`config.mk`:
```
export PLATFORM = sky130hd
export DESIGN_NAME = fifo_wr_arbiter
export DESIGN_NICKNAME = d
export VERILOG_FILES = /design/src/rtl/fifo_wr_arbiter_pkg.sv /design/src/rtl/fifo_wr_arbiter_rr_arb2.sv /design/src/rtl/fifo_wr_arbiter.sv
export SDC_FILE = /design/constraint.sdc
export NUM_CORES = 1
export LEC_CHECK = 0
export BUFFER_PORTS_ARGS = -buffer_cell sky130_fd_sc_hd__buf_4
export CORE_MARGIN = 2
export CORE_UTILIZATION = 35
export CTS_CLUSTER_DIAMETER = 40
export DETAILED_ROUTE_END_ITERATION = 10
export PLACE_DENSITY = 0.71
export SYNTH_ARGS = -nofsm -noshare
export SYNTH_HDL_FRONTEND = slang
export SYNTH_SLANG_ARGS = --single-unit
export TNS_END_PERCENT = 30
```
`constraint.sdc`:
```
create_clock -name wclk -period 3.7 [get_ports wclk]
set_clock_uncertainty 0.2 [all_clocks]
set_input_delay 0.37 -clock wclk [delete_from_list [all_inputs] [get_ports wclk]]
set_output_delay 0.37 -clock wclk [all_outputs]
set_load 0.05 [all_outputs]
```
`src/rtl/fifo_wr_arbiter_pkg.sv`:
```
// -----------------------------------------------------------------------------
// fifo_wr_arbiter_pkg
// Shared definitions for the asynchronous FIFO controllers.
//   DATA_WIDTH / ADD_WIDTH : default payload and memory address widths
//   req_id_t               : identifies which write requester was granted last
//   bin2gray               : binary to Gray conversion. The read-side controller
//                            uses it too. Callers size-cast the result down to
//                            their pointer width.
// -----------------------------------------------------------------------------
package fifo_wr_arbiter_pkg;

  localparam int DATA_WIDTH = 8;
  localparam int ADD_WIDTH  = 4;

  typedef enum logic {
    REQ0 = 1'b0,
    REQ1 = 1'b1
  } req_id_t;

  // Works on a wide word so that any pointer width up to 32 bits can share it.
  function automatic logic [31:0] bin2gray(input logic [31:0] bin);
    return bin ^ (bin >> 1);
  endfunction

endpackage

```
`src/rtl/fifo_wr_arbiter_rr_arb2.sv`:
```
// -----------------------------------------------------------------------------
// rr_arb2
// Two-way round-robin arbiter. It is purely combinational.
//   req[1:0] : requests from requester 1 and requester 0
//   last     : index of the requester that was granted most recently
//   enable   : grants are allowed only while this is high (the FIFO is not full)
//   gnt[1:0] : one-hot grant, or zero
// -----------------------------------------------------------------------------
module rr_arb2
  import fifo_wr_arbiter_pkg::*;
(
  input  logic [1:0] req,
  input  logic       last,
  input  logic       enable,
  output logic [1:0] gnt
);

  // A lone request always wins. When both requesters ask at the same time,
  // the one that was not served last gets the grant. Held requests therefore
  // alternate every cycle.
  always_comb begin
    gnt = 2'b00;
    if (enable) begin
      unique case (req)
        2'b01:   gnt = 2'b01;
        2'b10:   gnt = 2'b10;
        2'b11:   gnt = (last == REQ1) ? 2'b01 : 2'b10;
        default: gnt = 2'b00;
      endcase
    end
  end

endmodule

```
`src/rtl/fifo_wr_arbiter.sv`:
```
// -----------------------------------------------------------------------------
// fifo_wr_arbiter
// Write-side controller of the asynchronous FIFO. Two requesters share the
// single write port of the memory through round-robin arbitration. This module
// keeps the binary and Gray write pointers and the registered full flag.
//   wclk, wrst_n    : write clock, asynchronous active-low reset
//   req0/data0      : requester 0 handshake and payload
//   req1/data1      : requester 1 handshake and payload
//   wq2_rptr        : Gray read pointer, already synchronized into wclk
//   gnt0/gnt1       : word accepted this cycle (combinational)
//   w_data, w_add   : memory write data and address
//   wclk_en         : memory write enable
//   wfull           : registered full flag
//   wptr            : registered Gray write pointer, sent to the read domain
// -----------------------------------------------------------------------------
module fifo_wr_arbiter
  import fifo_wr_arbiter_pkg::*;
#(
  parameter int data_width = DATA_WIDTH,
  parameter int add_width  = ADD_WIDTH
) (
  input  logic                  wclk,
  input  logic                  wrst_n,
  input  logic                  req0,
  input  logic [data_width-1:0] data0,
  input  logic                  req1,
  input  logic [data_width-1:0] data1,
  input  logic [add_width:0]    wq2_rptr,
  output logic                  gnt0,
  output logic                  gnt1,
  output logic [data_width-1:0] w_data,
  output logic [add_width-1:0]  w_add,
  output logic                  wclk_en,
  output logic                  wfull,
  output logic [add_width:0]    wptr
);

  logic [add_width:0] wbin;
  logic [add_width:0] wbin_next;
  logic [add_width:0] wgray_next;
  logic [add_width:0] full_ptr;
  logic [1:0]         gnt;
  logic               accept;
  req_id_t            last;

  rr_arb2 u_arb (
    .req    ({req1, req0}),
    .last   (last),
    .enable (~wfull),
    .gnt    (gnt)
  );

  assign gnt0    = gnt[0];
  assign gnt1    = gnt[1];
  assign accept  = gnt[0] | gnt[1];
  assign wclk_en = accept;
  assign w_add   = wbin[add_width-1:0];

  // When nothing is granted, data0 goes to the memory. The value is unused
  // then, but it stays deterministic.
  assign w_data = gnt[1] ? data1 : data0;

  assign wbin_next  = wbin + (add_width + 1)'(accept);
  assign wgray_next = (add_width + 1)'(bin2gray(32'(wbin_next)));

  // The write pointer is exactly one lap ahead of the read pointer. In Gray
  // code this means the top two bits are inverted and the rest are equal.
  assign full_ptr = {~wq2_rptr[add_width -: 2], wq2_rptr[add_width-2:0]};

  // Pointers and the full flag advance together on the accepting edge. Full is
  // evaluated again on every edge, so it clears one edge after the
  // synchronized read pointer moves.
  always_ff @(posedge wclk or negedge wrst_n) begin
    if (!wrst_n) begin
      wbin  <= '0;
      wptr  <= '0;
      wfull <= 1'b0;
      last  <= REQ1;
    end else begin
      wbin  <= wbin_next;
      wptr  <= wgray_next;
      wfull <= (wgray_next == full_ptr);
      if (accept) begin
        last <= gnt[1] ? REQ1 : REQ0;
      end
    end
  end

endmodule

```
* Word-level counts from Yosys, hierarchy flattened
Index checks and enable logic that the tools add are counted.
** Storage, ports and cells
- Bits in registers :: 12
- Bits in latches :: 0
- RAM bits :: 0
- ROM bits :: 0
- Input bits :: 25
- Output and inout port bits :: 21
- Memories kept :: 0
** Operators by class
- Add/subtract/negate cells :: 1
- Multipliers :: 0
- Divide/modulo/power cells :: 0
- $lt $le $gt $ge :: 0
- Equal/unequal tests :: 4
- Shifts and indexed selects :: 0
- Muxes and demuxes :: 5
- Bitwise operators :: 3
- Reduce and logical (&&, ||, !) cells :: 0
** Operators by type and width (number)
- two-way mux 8 bit :: 1
- case mux 2 bit (3 select lines) :: 1
- adder 5 x 1 -> 5 bit :: 1
- equality test 5 bit :: 1
- bitwise XOR 5 x 4 -> 5 bit :: 1
- equality test 2 bit (second input constant) :: 2
- two-way mux 2 bit :: 2
- equality test 2 x 1 -> 1 bit (second input constant) :: 1
- NOT 2 bit :: 1
- two-way mux 1 bit :: 1
- bitwise OR 1 bit :: 1

* Depth between registers and ports, before layout
Gate-level depths: netlist (run 1).
- Word-level depth :: 7
- Depth in mapped cells :: 8
- Gate-level depth less buffers :: 8

* Cells and area by module
Synthesis (run 1) repeated with hierarchy kept, for this count alone.
** Unflattened totals
- Cell total of the unflattened synthesis :: 56
- Area total of the unflattened synthesis :: 639.4 µm²
** By module, submodules not included
- fifo_wr_arbiter :: instances 1, cells an instance 51, area an instance 618.1 µm², seq. area each 276.5 µm²
- rr_arb2 :: instances 1, cells an instance 5, area an instance 21.3 µm², seq. area each 0.0 µm²

* Least setup slack after synthesis (run 1)
OpenSTA, ideal clock, no wires.
- Path kind :: register to register
- Start :: reg wfull
- End :: reg wfull
- Arrival :: 2821 ps
- Data required time :: 3406 ps
- Slack :: 586 ps
- Stages on the path, launching flop included :: 8
- Buffers on the path :: 0
- Clock period less this slack :: 3114 ps
- Cells stage by stage :: dfrtp_1 nor2_1 ha_1 ha_1 xor2_1 xor2_1 or3_1 a221oi_2
** Between the ends
- Word-level cells in the longest chain between the ends :: 5
** RTL lines
- start, declared :: RTL line fifo_wr_arbiter.sv:34 : output logic wfull,
- start signal, assigned :: RTL line fifo_wr_arbiter.sv:82 : wfull <= (wgray_next == full_ptr);
- two-way mux 2 bit :: RTL line fifo_wr_arbiter_rr_arb2.sv:23 : if (enable) begin
- bitwise OR 1 bit :: RTL line fifo_wr_arbiter.sv:55 : assign accept = gnt[0] | gnt[1];
- named net wclk_en :: RTL line fifo_wr_arbiter.sv:33 : output logic wclk_en,
- adder 5 x 1 -> 5 bit :: RTL line fifo_wr_arbiter.sv:63 : assign wbin_next = wbin + (add_width + 1)'(accept);
- named net wbin_next[2] :: RTL line fifo_wr_arbiter.sv:39 : logic [add_width:0] wbin_next;
- bitwise XOR 5 x 4 -> 5 bit :: RTL line fifo_wr_arbiter_pkg.sv:22 : return bin ^ (bin >> 1);
- equality test 5 bit :: RTL line fifo_wr_arbiter.sv:82
The timed path passes the listed nets, and every way through them passes these cells.
A chain may end at the register's enable or synchronous reset.

* Worst setup path after layout (run 1)
- Start :: reg wfull
- End :: reg wfull
** Between the ends
- Word-level cells in the longest chain between the ends :: 5
** RTL lines (RTL line)
- two-way mux 2 bit :: fifo_wr_arbiter_rr_arb2.sv:23
- bitwise OR 1 bit :: fifo_wr_arbiter.sv:55
- adder 5 x 1 -> 5 bit :: fifo_wr_arbiter.sv:63
- named net wbin_next[2] :: fifo_wr_arbiter.sv:39
- bitwise XOR 5 x 4 -> 5 bit :: fifo_wr_arbiter_pkg.sv:22
- equality test 5 bit :: fifo_wr_arbiter.sv:82
The timed path passes the listed nets, and every way through them passes these cells.

==> results.py, run 1 <==
metrics = {
    "status": {
        "outcome": "finished, final reports clean",
    },
    "yosys": {
        "synthArstFlopShare_pct": 100.0,
        "avgSynthCellArea_sq_um": 11.76,
        "synth_area_leaders": "dfrtp_1 40%, mux2_2 14%, xor2_1 9.8%, xnor2_1 5.6%, dfstp_2 4.2%",
        "synth_edf_count": 0,
        "synth_top_area_cell": "dfrtp_1",
        "postSynthCellCount": 53,
        "synth_area_sq_um": 623.1,
        "synthFlopType": "dfrtp_1",
        "ys_seq_elements": 11,
        "ys_warn_count": 0,
        "yosysSeqAreaShare_pct": 44.38,
        "synth_cell_types": 19,
        "synth_top_area_share_pct": 40.16,
        "synth.net_count": 80,
        "netlist_top_cells_count": "10 x dfrtp_1, 8 x mux2_2, 7 x xor2_1",
        "synth_most_common_cell": "dfrtp_1",
    },
    "route": {
        "viasPerCell": 4.346,
        "ant_nets": 0,
        "drc_errors": 0,
        "wl_um": 1426,
        "drtPass1Iterations": 2,
        "wire_per_inst_um": 11.23,
        "vias": 552,
        "wl_met1_um": 572,
        "dr_wl_met3_um": 77,
        "drtIter0Drc": 2,
        "top_layer": "met4",
        "wl_met2_um": 771,
    },
    "critical_path": {
        "r2r_end": "wfull",
        "reg2regPathDepth": 7,
        "cp-start-kind": "flop",
        "critPathMaxFanout": 4,
        "critical_path_class": "reg2reg",
        "cp-end-kind": "flop",
        "arrival_ps": 2360,
        "rr_startpoint": "wfull",
        "rrSetupSlack_ps": 1320,
        "required_ps": 3680,
    },
    "run": {
        "timing.max_cap.violations": 0,
    },
    "placed_design": {
        "dp.cells": 122,
        "dp_hpwl_um": 1170,
        "placed_cell_area_sq_um": 988.4,
        "gp_congestion": 0.8353,
        "place_ws_ps": 1276,
        "port_buffers": 45,
    },
    "clock_network": {
        "cts_tree": "yes",
        "insertion_delay_ps": 270,
        "postCtsSetupRepairBufs": 0,
        "ctsRootBufferMaster": "clkbuf_4",
        "path_clk_slew_ps": 70,
        "clock_path_buffers": 2,
        "numCtsBuffers": 3,
        "htree_levels": 1,
        "cts_sinks": 11,
    },
    "sta": {
        "tightest_slew_ps": 323.7,
        "post-route-period-util_pct": 64.27,
        "worst_slack_ps": 1322,
        "slew_viol_final": 0,
        "max_freq_mhz": 420.5,
        "period_needed_ps": 2378,
        "rsz0062_at_grt": "false",
        "fin_setup_tns_ps": 0,
        "slew_headroom_pct": 78.26,
        "fin_hold_ws_ps": 169.5,
        "hold_violations": 0,
        "finalSetupViolations": 0,
    },
    "die": {
        "die_x_um": 46.20,
        "io_pins": 46,
        "core_area_sq_um": 1708,
        "dieArea_sq_um": 2134,
        "row_count": 15,
        "start_util_pct": 36.48,
        "fp.dieH_um": 46.20,
    },
    "cells_and_area": {
        "drive_gt1_share_pct": 56.86,
        "fin_cells": 127,
        "nets": 130,
        "final_cell_area_sq_um": 1025,
        "syn_to_final_growth_pct": 64.46,
        "antenna_cells": 0,
    },
    "power_and_ir_drop": {
        "switching_share_pct": 53.22,
        "power.internal_uw": 503.1,
        "power_frac_seq_pct": 22.2,
        "p_leak_nw": 0.5165,
        "p_comb_share_pct": 70.3,
        "clkPwrFrac_pct": 7.5,
        "vdd_drop_max_mv": 0.6967,
        "powerDensity_nw_per_um2": 1050,
        "switchingPower_uw": 572.5,
    },
    "global_routing": {
        "overflow": 0,
        "grt_usage_pct": 14.40,
        "grt_max_degree": 12,
        "first_global_vias": 496,
        "antenna_found_initial": 0,
        "grt_pass1_wl_um": 2111,
    },
    "min_path": {
        "hold_depth": 4,
        "worstHoldStart": "wq2_rptr[4]",
        "hp-class": "in2reg",
        "hold_end": "wfull",
    },
}
==> metrics by stage <==
step	utilization (%)	total power, mW
floorplan	-	0.7977
global placement	57.88	0.9948
detailed placement	57.88	0.9979
CTS	60.00	1.086
global route	60.00	1.148
finish	60.00	1.076
==> how the worst max path moves through the flow <==
stage,from,end,depth (start not counted)
global placement,req0,wfull,9
global route,wfull,wfull,7
floorplan,wfull,wfull,7
detailed placement,req0,wfull,9
CTS,wfull,wfull,7
finish,wfull,wfull,7
==> cell usage in the layout (no fill, tap or decap), types with 2 or more instances in the layout <==
| master | count |
|---|---|
| xnor2_1 | 4 |
| or3_1 | 2 |
| buf_4 | 45 |
| nor2_1 | 2 |
| nand3_1 | 4 |
| nand2b_1 | 2 |
| dfrtp_1 | 10 |
| clkbuf_4 | 3 |
| xor2_1 | 7 |
| ha_1 | 2 |
| inv_1 | 3 |
| mux2_2 | 8 |
==> worst max-delay path, stage by stage (launching register included) <==
cell and delay [ps]:
dfrtp_1 410, nor2_1 170, ha_1 210, ha_1 230, xor2_1 310, xor2_1 140, or3_1 390, a221oi_2 230
==> flip-flops by register name (all words and copies together) (netlist names) <==
register	flops
last	1
wbin	5
wfull	1
wptr	4
==> cell type report <==
class | instances | area (sq um)
multi-input cells | 38 | 331.6
repair buffers | 46 | 347.8
inverters | 3 | 11.26
well taps | 25 | 31.28
clock buffers | 4 | 26.28
flip-flops and latches | 11 | 276.5
fillers | 141 | 683.2
==> repair_timing <==
item,4_1_cts,5_1_grt
hold buffers,1,0
endpoints found under the setup margin,0,0
gates resized for setup,0,0
hold endpoints to repair,11,0
==> cell families (layout without fill, tap and decap cells) <==
logic type                 Yosys count  in the layout  synth area share (%)
muxes                                8              8                 14.46
and+or+nand+nor                     11             11                 9.036
AOI/OAI and AO/OA                    5              5                 6.424
DFF                                 11             11                 44.38
adders and majority gates            2              2                 4.015
buffers and inverters                4             53                 2.409
xor gates and xnor gates            12             12                 19.28
==> power groups by stage <==
stage               combinational (mW)  clock [mW]  sequential, mW
global route                     0.811      0.0895           0.247
floorplan                        0.371           0           0.426
CTS                              0.762      0.0845           0.239
global placement                 0.754           0           0.241
finish                           0.756      0.0808           0.239
detailed placement               0.758           0           0.240
==> routing by layer <==
metal	global-route usage (%)	up-vias
met5	0	-
met1	18.00	257
met2	21.94	13
met3	7.451	2
li1	-	280
met4	3.429	0
No activity file was read; power rests on OpenSTA's default activity.
==> run 2, diff against run 1 <==
- clock period: 3.7 -> 2.2 ns (I/O delays scaled with it)
==> run 2 against run 1 <==
- wire length increased by 4.0%
- maximum frequency increased by 15%
- flip-flop and latch count unchanged
- clock power increased by 63%
- critical path depth unchanged
- power increased by 78%
- die area unchanged
- register-to-register slack got worse by 1200 ps
- worst setup slack got worse by 1200 ps
- largest power group unchanged
- highest routed layer is now met3
==> results.py, run 2 (same netlist as run 1, synthesis figures left out) <==
metrics = {
    "status": {
        "outcome": "finished, final reports clean",
    },
    "cells_and_area": {
        "fillers": 146,
        "reg_top3": "wbin x5, wptr x4",
        "most-common-layout-cells": "45 x buf_4, 9 x dfrtp_1, 8 x mux2_2, 6 x xor2_1",
        "drive_gt1_share_pct": 64.71,
        "multiInputGateArea_sq_um": 385.4,
        "antenna_cells": 0,
        "nets": 130,
        "regMostFlops": "wbin",
        "final_common_cell": "buf_4",
        "regArea_sq_um": 277.8,
        "fin_util_pct": 63.22,
        "largest_reg_flops": 5,
        "syn_to_final_growth_pct": 73.29,
    },
    "die": {
        "start_util_pct": 36.48,
        "io_pins": 46,
        "fp.dieH_um": 46.20,
        "row_count": 15,
        "dieArea_sq_um": 2134,
        "core_area_sq_um": 1708,
        "die_x_um": 46.20,
    },
    "placed_design": {
        "place_ws_ps": 34.62,
        "port_buffers": 45,
        "gp_congestion": 0.7076,
    },
    "min_path": {
        "hold_depth": 3,
        "hp-class": "in2reg",
        "worstHoldStart": "req1",
        "hold_end": "last",
    },
    "power_and_ir_drop": {
        "powerDensity_nw_per_um2": 1773,
        "clkPwrFrac_pct": 6.9,
        "p_comb_share_pct": 70.8,
        "switchingPower_uw": 995.7,
        "power_frac_seq_pct": 22.3,
        "vdd_drop_max_mv": 1.261,
        "p_leak_nw": 0.5239,
        "power.internal_uw": 918.3,
        "switching_share_pct": 52.02,
    },
    "route": {
        "ant_nets": 0,
        "drtPass1Iterations": 2,
        "drc_errors": 0,
        "wire_per_inst_um": 11.68,
        "drtIter0Drc": 5,
        "viasPerCell": 4.378,
        "vias": 556,
        "wl_um": 1483,
    },
    "clock_network": {
        "postCtsSetupRepairBufs": 0,
        "htree_levels": 1,
        "ctsRootBufferMaster": "clkbuf_4",
        "insertion_delay_ps": 260,
        "path_clk_slew_ps": 60,
        "cts_tree": "yes",
        "cts_sinks": 11,
        "clock_path_buffers": 2,
        "numCtsBuffers": 3,
    },
    "sta": {
        "slew_headroom_pct": 83.48,
        "rsz0062_at_grt": "false",
        "worst_slack_ps": 126.4,
        "slew_viol_final": 0,
        "period_needed_ps": 2074,
        "max_freq_mhz": 482.2,
        "hold_violations": 0,
        "post-route-period-util_pct": 94.26,
        "tightest_slew_ps": 245.6,
        "finalSetupViolations": 0,
    },
    "critical_path": {
        "required_ps": 2170,
        "cp_slowest_cell": "dfrtp_2",
        "arrival_ps": 2050,
        "r2r_end": "wfull",
        "cp-end-kind": "flop",
        "crit_buf_inv": 0,
        "path_cells": "nor2_4 -> ha_4 -> ha_4 -> xor2_2 -> xor2_1 -> or3_1 -> a221oi_2",
        "critical_path_class": "reg2reg",
        "rrSetupSlack_ps": 130,
        "rr_startpoint": "wfull",
        "critPathTopFamily": "simple AND/OR/NAND/NOR gates",
        "cp-start-kind": "flop",
        "max_stage_delay_ps": 440,
        "cp_common_cell": "ha_4",
        "critPathMaxFanout": 4,
        "crit_path_start": "wfull",
        "reg2regPathDepth": 7,
    },
    "global_routing": {
        "grt_usage_pct": 16.13,
        "grt_pass1_wl_um": 2408,
        "grt_max_degree": 12,
        "first_global_vias": 569,
        "overflow": 0,
        "antenna_found_initial": 0,
    },
    "run": {
        "timing.max_cap.violations": 0,
    },
}
[run 2: tightest hold or removal path, stage by stage]
cell	delay, ps
buf_4	120
nand2b_1	80
o21ai_0	70
[run 2: metrics by stage]
stage | total power [mW] | setup TNS (ps) | hold slack [ps] | cells | instance area, sq um
global placement | 1.786 | 0 | -140.8 | 122 | 1042
finish | 1.914 | 0 | 36.61 | 127 | 1080
global route | 2.056 | 0 | 55.98 | 127 | 1080
floorplan | 1.440 | -212.2 | -275.6 | 53 | 676.9
CTS | 1.939 | 0 | 29.31 | 127 | 1079
detailed placement | 1.797 | 0 | -139.9 | 122 | 1042
[run 2: power groups by stage]
| stage | logic [mW] | clock network, mW | registers (mW) |
|---|---|---|---|
| detailed placement | 1.36 | 0 | 0.433 |
| CTS | 1.37 | 0.138 | 0.429 |
| global placement | 1.36 | 0 | 0.429 |
| floorplan | 0.700 | 0 | 0.740 |
| global route | 1.46 | 0.155 | 0.444 |
| finish | 1.36 | 0.132 | 0.427 |
[run 2: how the worst max path moves through the flow]
stage                      endpoint  slack (ps)  depth (start not counted)
after global routing          wfull           1                          7
final                         wfull         130                          7
after CTS                 w_data[7]          50                          3
after floorplan               wfull        -210                          7
after detailed placement      wfull          30                          9
after global placement        wfull          60                          9
[run 2: final cells by class]
type / count / area share, %
well taps: 25 / 2.897
clock buffers: 4 / 2.433
flip-flops and latches: 11 / 25.72
inverters: 3 / 1.043
repair buffers: 46 / 32.21
multi-input cells: 38 / 35.69
[run 2: routing by layer]
layer | routed length [um] | up-vias | global-route usage (%)
met5 | 0 | - | 0
li1 | - | 277 | -
met3 | 56 | 0 | 7.059
met1 | 540 | 268 | 19.28
met4 | 0 | 0 | 2.857
met2 | 885 | 11 | 26.94
[run 2: repair_timing]
| item | CTS | global route |
|---|---|---|
| setup endpoints to repair | 0 | 8 |
| hold buffers | 1 | 0 |
| resized for setup | 0 | 1 |
| hold endpoints to repair | 11 | 0 |
==> run 3, diff against run 2 <==
--- a/config.mk
+++ b/config.mk
@@ -14,4 +14,5 @@
 export SYNTH_ARGS = -nofsm -noshare
 export SYNTH_HDL_FRONTEND = slang
+export SYNTH_HIERARCHICAL = 1
 export SYNTH_SLANG_ARGS = --single-unit
 export TNS_END_PERCENT = 30
==> constraint.sdc (replaced) <==
create_clock -name wclk -period 2.2 [get_ports wclk]
set_clock_uncertainty 0.2 [all_clocks]
set_input_delay 0.33 -clock wclk [delete_from_list [all_inputs] [get_ports wclk]]
set_output_delay 0.33 -clock wclk [all_outputs]
set_load 0.05 [all_outputs]
==> run 3 against run 2 <==
- worst hold slack gained 130 ps
- largest power group unchanged
- clock power is essentially flat
- combinational power grew 12%
- cell area grew 10%
- sequential power shrank 3%
- synthesized cell count grew 5.7%
- the run now ends with setup timing left
- first-iteration DRC count shrank 60%
- highest routed layer is now met4
- global-route usage grew 2.6 points
- count of clock-buffer cells in the layout is the same
==> results.py, run 3 <==
metrics = {
    "clock_network": {
        "insertion_delay_ps": 270,
        "path_clk_slew_ps": 70,
        "cts_sinks": 11,
        "cts_tree": "yes",
        "ctsRootBufferMaster": "clkbuf_4",
        "numCtsBuffers": 3,
        "clock_path_buffers": 2,
        "post_cts_resized": 0,
        "htree_levels": 1,
    },
    "critical_path": {
        "rr_startpoint": "last",
        "path_cells": "a21oi_4 -> or2_4 -> ha_4 -> ha_4 -> xor2_2 -> xor2_1 -> or3_1 -> a221oi_2",
        "rrSetupSlack_ps": -260,
        "critPathMaxFanout": 3,
        "required_ps": 2160,
        "r2r_end": "wfull",
        "reg2regPathDepth": 8,
        "critical_path_class": "reg2reg",
        "cp-end-kind": "flop",
        "max_stage_delay_ps": 570,
        "arrival_ps": 2420,
        "cp_slowest_cell": "dfstp_2",
        "cp-start-kind": "flop",
        "cp_common_cell": "ha_4",
    },
    "route": {
        "drc_errors": 0,
        "wl_um": 1691,
        "drtIter0Drc": 2,
        "viasPerCell": 4.450,
        "drtPass1Iterations": 4,
        "vias": 623,
        "ant_nets": 0,
        "wire_per_inst_um": 12.08,
    },
    "yosys": {
        "avgSynthCellArea_sq_um": 11.42,
        "synth_most_common_cell": "dfrtp_1",
        "synth_area_leaders": "dfrtp_1 39%, mux2_2 14%, xnor2_1 8.2%, xor2_1 6.8%, dfstp_2 4.1%",
        "ys_seq_elements": 11,
        "yosysSeqAreaShare_pct": 43.25,
        "ys_warn_count": 6,
        "synth_cell_types": 18,
        "synth_top_area_share_pct": 39.14,
        "synthArstFlopShare_pct": 100.0,
        "netlist_top_cells_count": "10 x dfrtp_1, 8 x mux2_2, 6 x xnor2_1",
        "synthFlopType": "dfrtp_1",
        "synth_top_area_cell": "dfrtp_1",
        "postSynthCellCount": 56,
        "synth_edf_count": 0,
        "synth.net_count": 83,
        "synth_area_sq_um": 639.4,
    },
    "global_routing": {
        "grt_max_degree": 12,
        "first_global_vias": 657,
        "grt_usage_pct": 18.73,
        "antenna_found_initial": 0,
        "grt_pass1_wl_um": 2822,
        "overflow": 0,
    },
    "power_and_ir_drop": {
        "powerDensity_nw_per_um2": 1742,
        "p_leak_nw": 0.5878,
        "totalPowerFinal_mw": 2.072,
        "vdd_drop_max_mv": 1.058,
    },
    "min_path": {
        "hp-class": "in2reg",
        "hold_depth": 4,
        "hold_end": "wfull",
        "worstHoldStart": "wq2_rptr[4]",
    },
    "sta": {
        "fin_hold_ws_ps": 171.3,
        "post-route-period-util_pct": 112.0,
        "slew_viol_final": 0,
        "worst_slack_ps": -263.9,
        "rsz0062_at_grt": "true",
        "period_needed_ps": 2464,
        "max_freq_mhz": 405.9,
        "tightest_slew_ps": 246.3,
        "hold_violations": 0,
        "slew_headroom_pct": 83.58,
        "finalSetupViolations": 1,
    },
    "die": {
        "row_count": 15,
        "core_area_sq_um": 1727,
        "start_util_pct": 37.03,
        "die_x_um": 46.74,
        "io_pins": 46,
        "fp.dieH_um": 46.74,
        "dieArea_sq_um": 2185,
    },
    "placed_design": {
        "port_buffers": 45,
        "dp_hpwl_um": 1486,
        "gp_congestion": 0.7471,
        "dp.cells": 134,
    },
    "cells_and_area": {
        "antenna_cells": 0,
        "largest_reg_flops": 5,
        "fillers": 141,
        "regArea_sq_um": 277.8,
        "most-common-layout-cells": "55 x buf_4, 9 x dfrtp_1, 8 x mux2_2, 5 x xor2_1",
        "syn_to_final_growth_pct": 86.11,
        "regMostFlops": "wbin",
        "fin_cells": 140,
        "drive_gt1_share_pct": 69.57,
        "final_common_cell": "buf_4",
        "multiInputGateArea_sq_um": 409.1,
        "reg_top3": "wbin x5, wptr x4",
        "nets": 143,
    },
    "status": {
        "outcome": "finished, violations left",
        "violations": "setup timing",
    },
    "run": {
        "timing.max_cap.violations": 0,
    },
}
==> run 3: cell types whose count changed after synthesis, sizes merged <==
cell / change
nand2: +3
nor2: -2
a21boi: -1
xor3: -1
clkinv: +1
xnor3: +1
a21oi: +1
xnor2: +2
o21ai: -1
or2: +1
xor2: -1
nand2b: -2
inv: +2
==> run 3: metrics by stage <==
| stage | setup WS, ps | utilization [%] | area (sq um) | setup TNS [ps] |
|---|---|---|---|---|
| CTS | -237.0 | 68.48 | 1182 | -237.0 |
| finish | -263.9 | 68.91 | 1190 | -263.9 |
| floorplan | -800.6 | - | 723.2 | -2448 |
| global placement | -184.1 | 66.38 | 1146 | -184.1 |
| detailed placement | -236.5 | 66.38 | 1146 | -236.5 |
| global route | -379.9 | 68.91 | 1190 | -614.3 |
==> run 3: final cells by class <==
| class | count | share of cell area, % |
|---|---|---|
| timing repair buffer | 56 | 35.54 |
| multi-input combinational | 38 | 34.38 |
| sequential | 11 | 23.34 |
| tap | 25 | 2.629 |
| clock buffer | 4 | 2.208 |
| inverter | 6 | 1.893 |
==> run 3: worst max-delay path: cells and delay by family, from the launching register on <==
kind | cells | cell delay, ps
AO/OA/AOI/OAI | 2 | 330
XOR/XNOR | 2 | 300
adder cells (fa/ha/maj) | 2 | 340
flip-flops | 1 | 570
AND/OR/NAND/NOR | 2 | 610
==> run 3: kinds of logic (layout without fill, tap and decap cells) <==
logic type	after synthesis	in the layout	synth area share, %
xor+xnor	13	13	21.14
flops	11	11	43.25
simple gates	11	11	8.415
fa+ha+maj	2	2	3.913
buf+inv	7	66	4.109
compound gates	4	4	5.088
mux	8	8	14.09
==> run 3: repair_timing <==
action	in CTS	in global routing
endpoints found under the hold margin	11	0
setup endpoints to repair	1	9
buffers inserted	0	1
pin swaps	1	1
hold buffers	1	0
==> run 3: power breakdown <==
group | total, mW | switching, mW | internal [mW]
clock | 0.132 | 0.0621 | 0.0701
combinational | 1.53 | 0.887 | 0.641
sequential | 0.413 | 0.0903 | 0.322
total | 2.07 | 1.04 | 1.03
==> run 3: how the worst max path moves through the flow <==
stage          endpoint  cells after the start  slack [ps]  start
2_1_floorplan     wfull                     11        -800  wfull
3_3_place_gp      wfull                      8        -180   last
3_5_place_dp      wfull                      8        -240   last
4_1_cts           wfull                      8        -240   last
5_1_grt           wfull                      9        -380   last
6_report          wfull                      8        -260   last
==> run 3: metal layers <==
| metal | vias to the layer above | part of all wire (%) | track usage (%) |
|---|---|---|---|
| met5 | - | 0 | 0 |
| met4 | 0 | 1.2 | 5.000 |
| met3 | 4 | 4.4 | 8.462 |
| met2 | 16 | 56 | 33.89 |
| met1 | 300 | 38 | 19.76 |
| li1 | 303 | - | - |
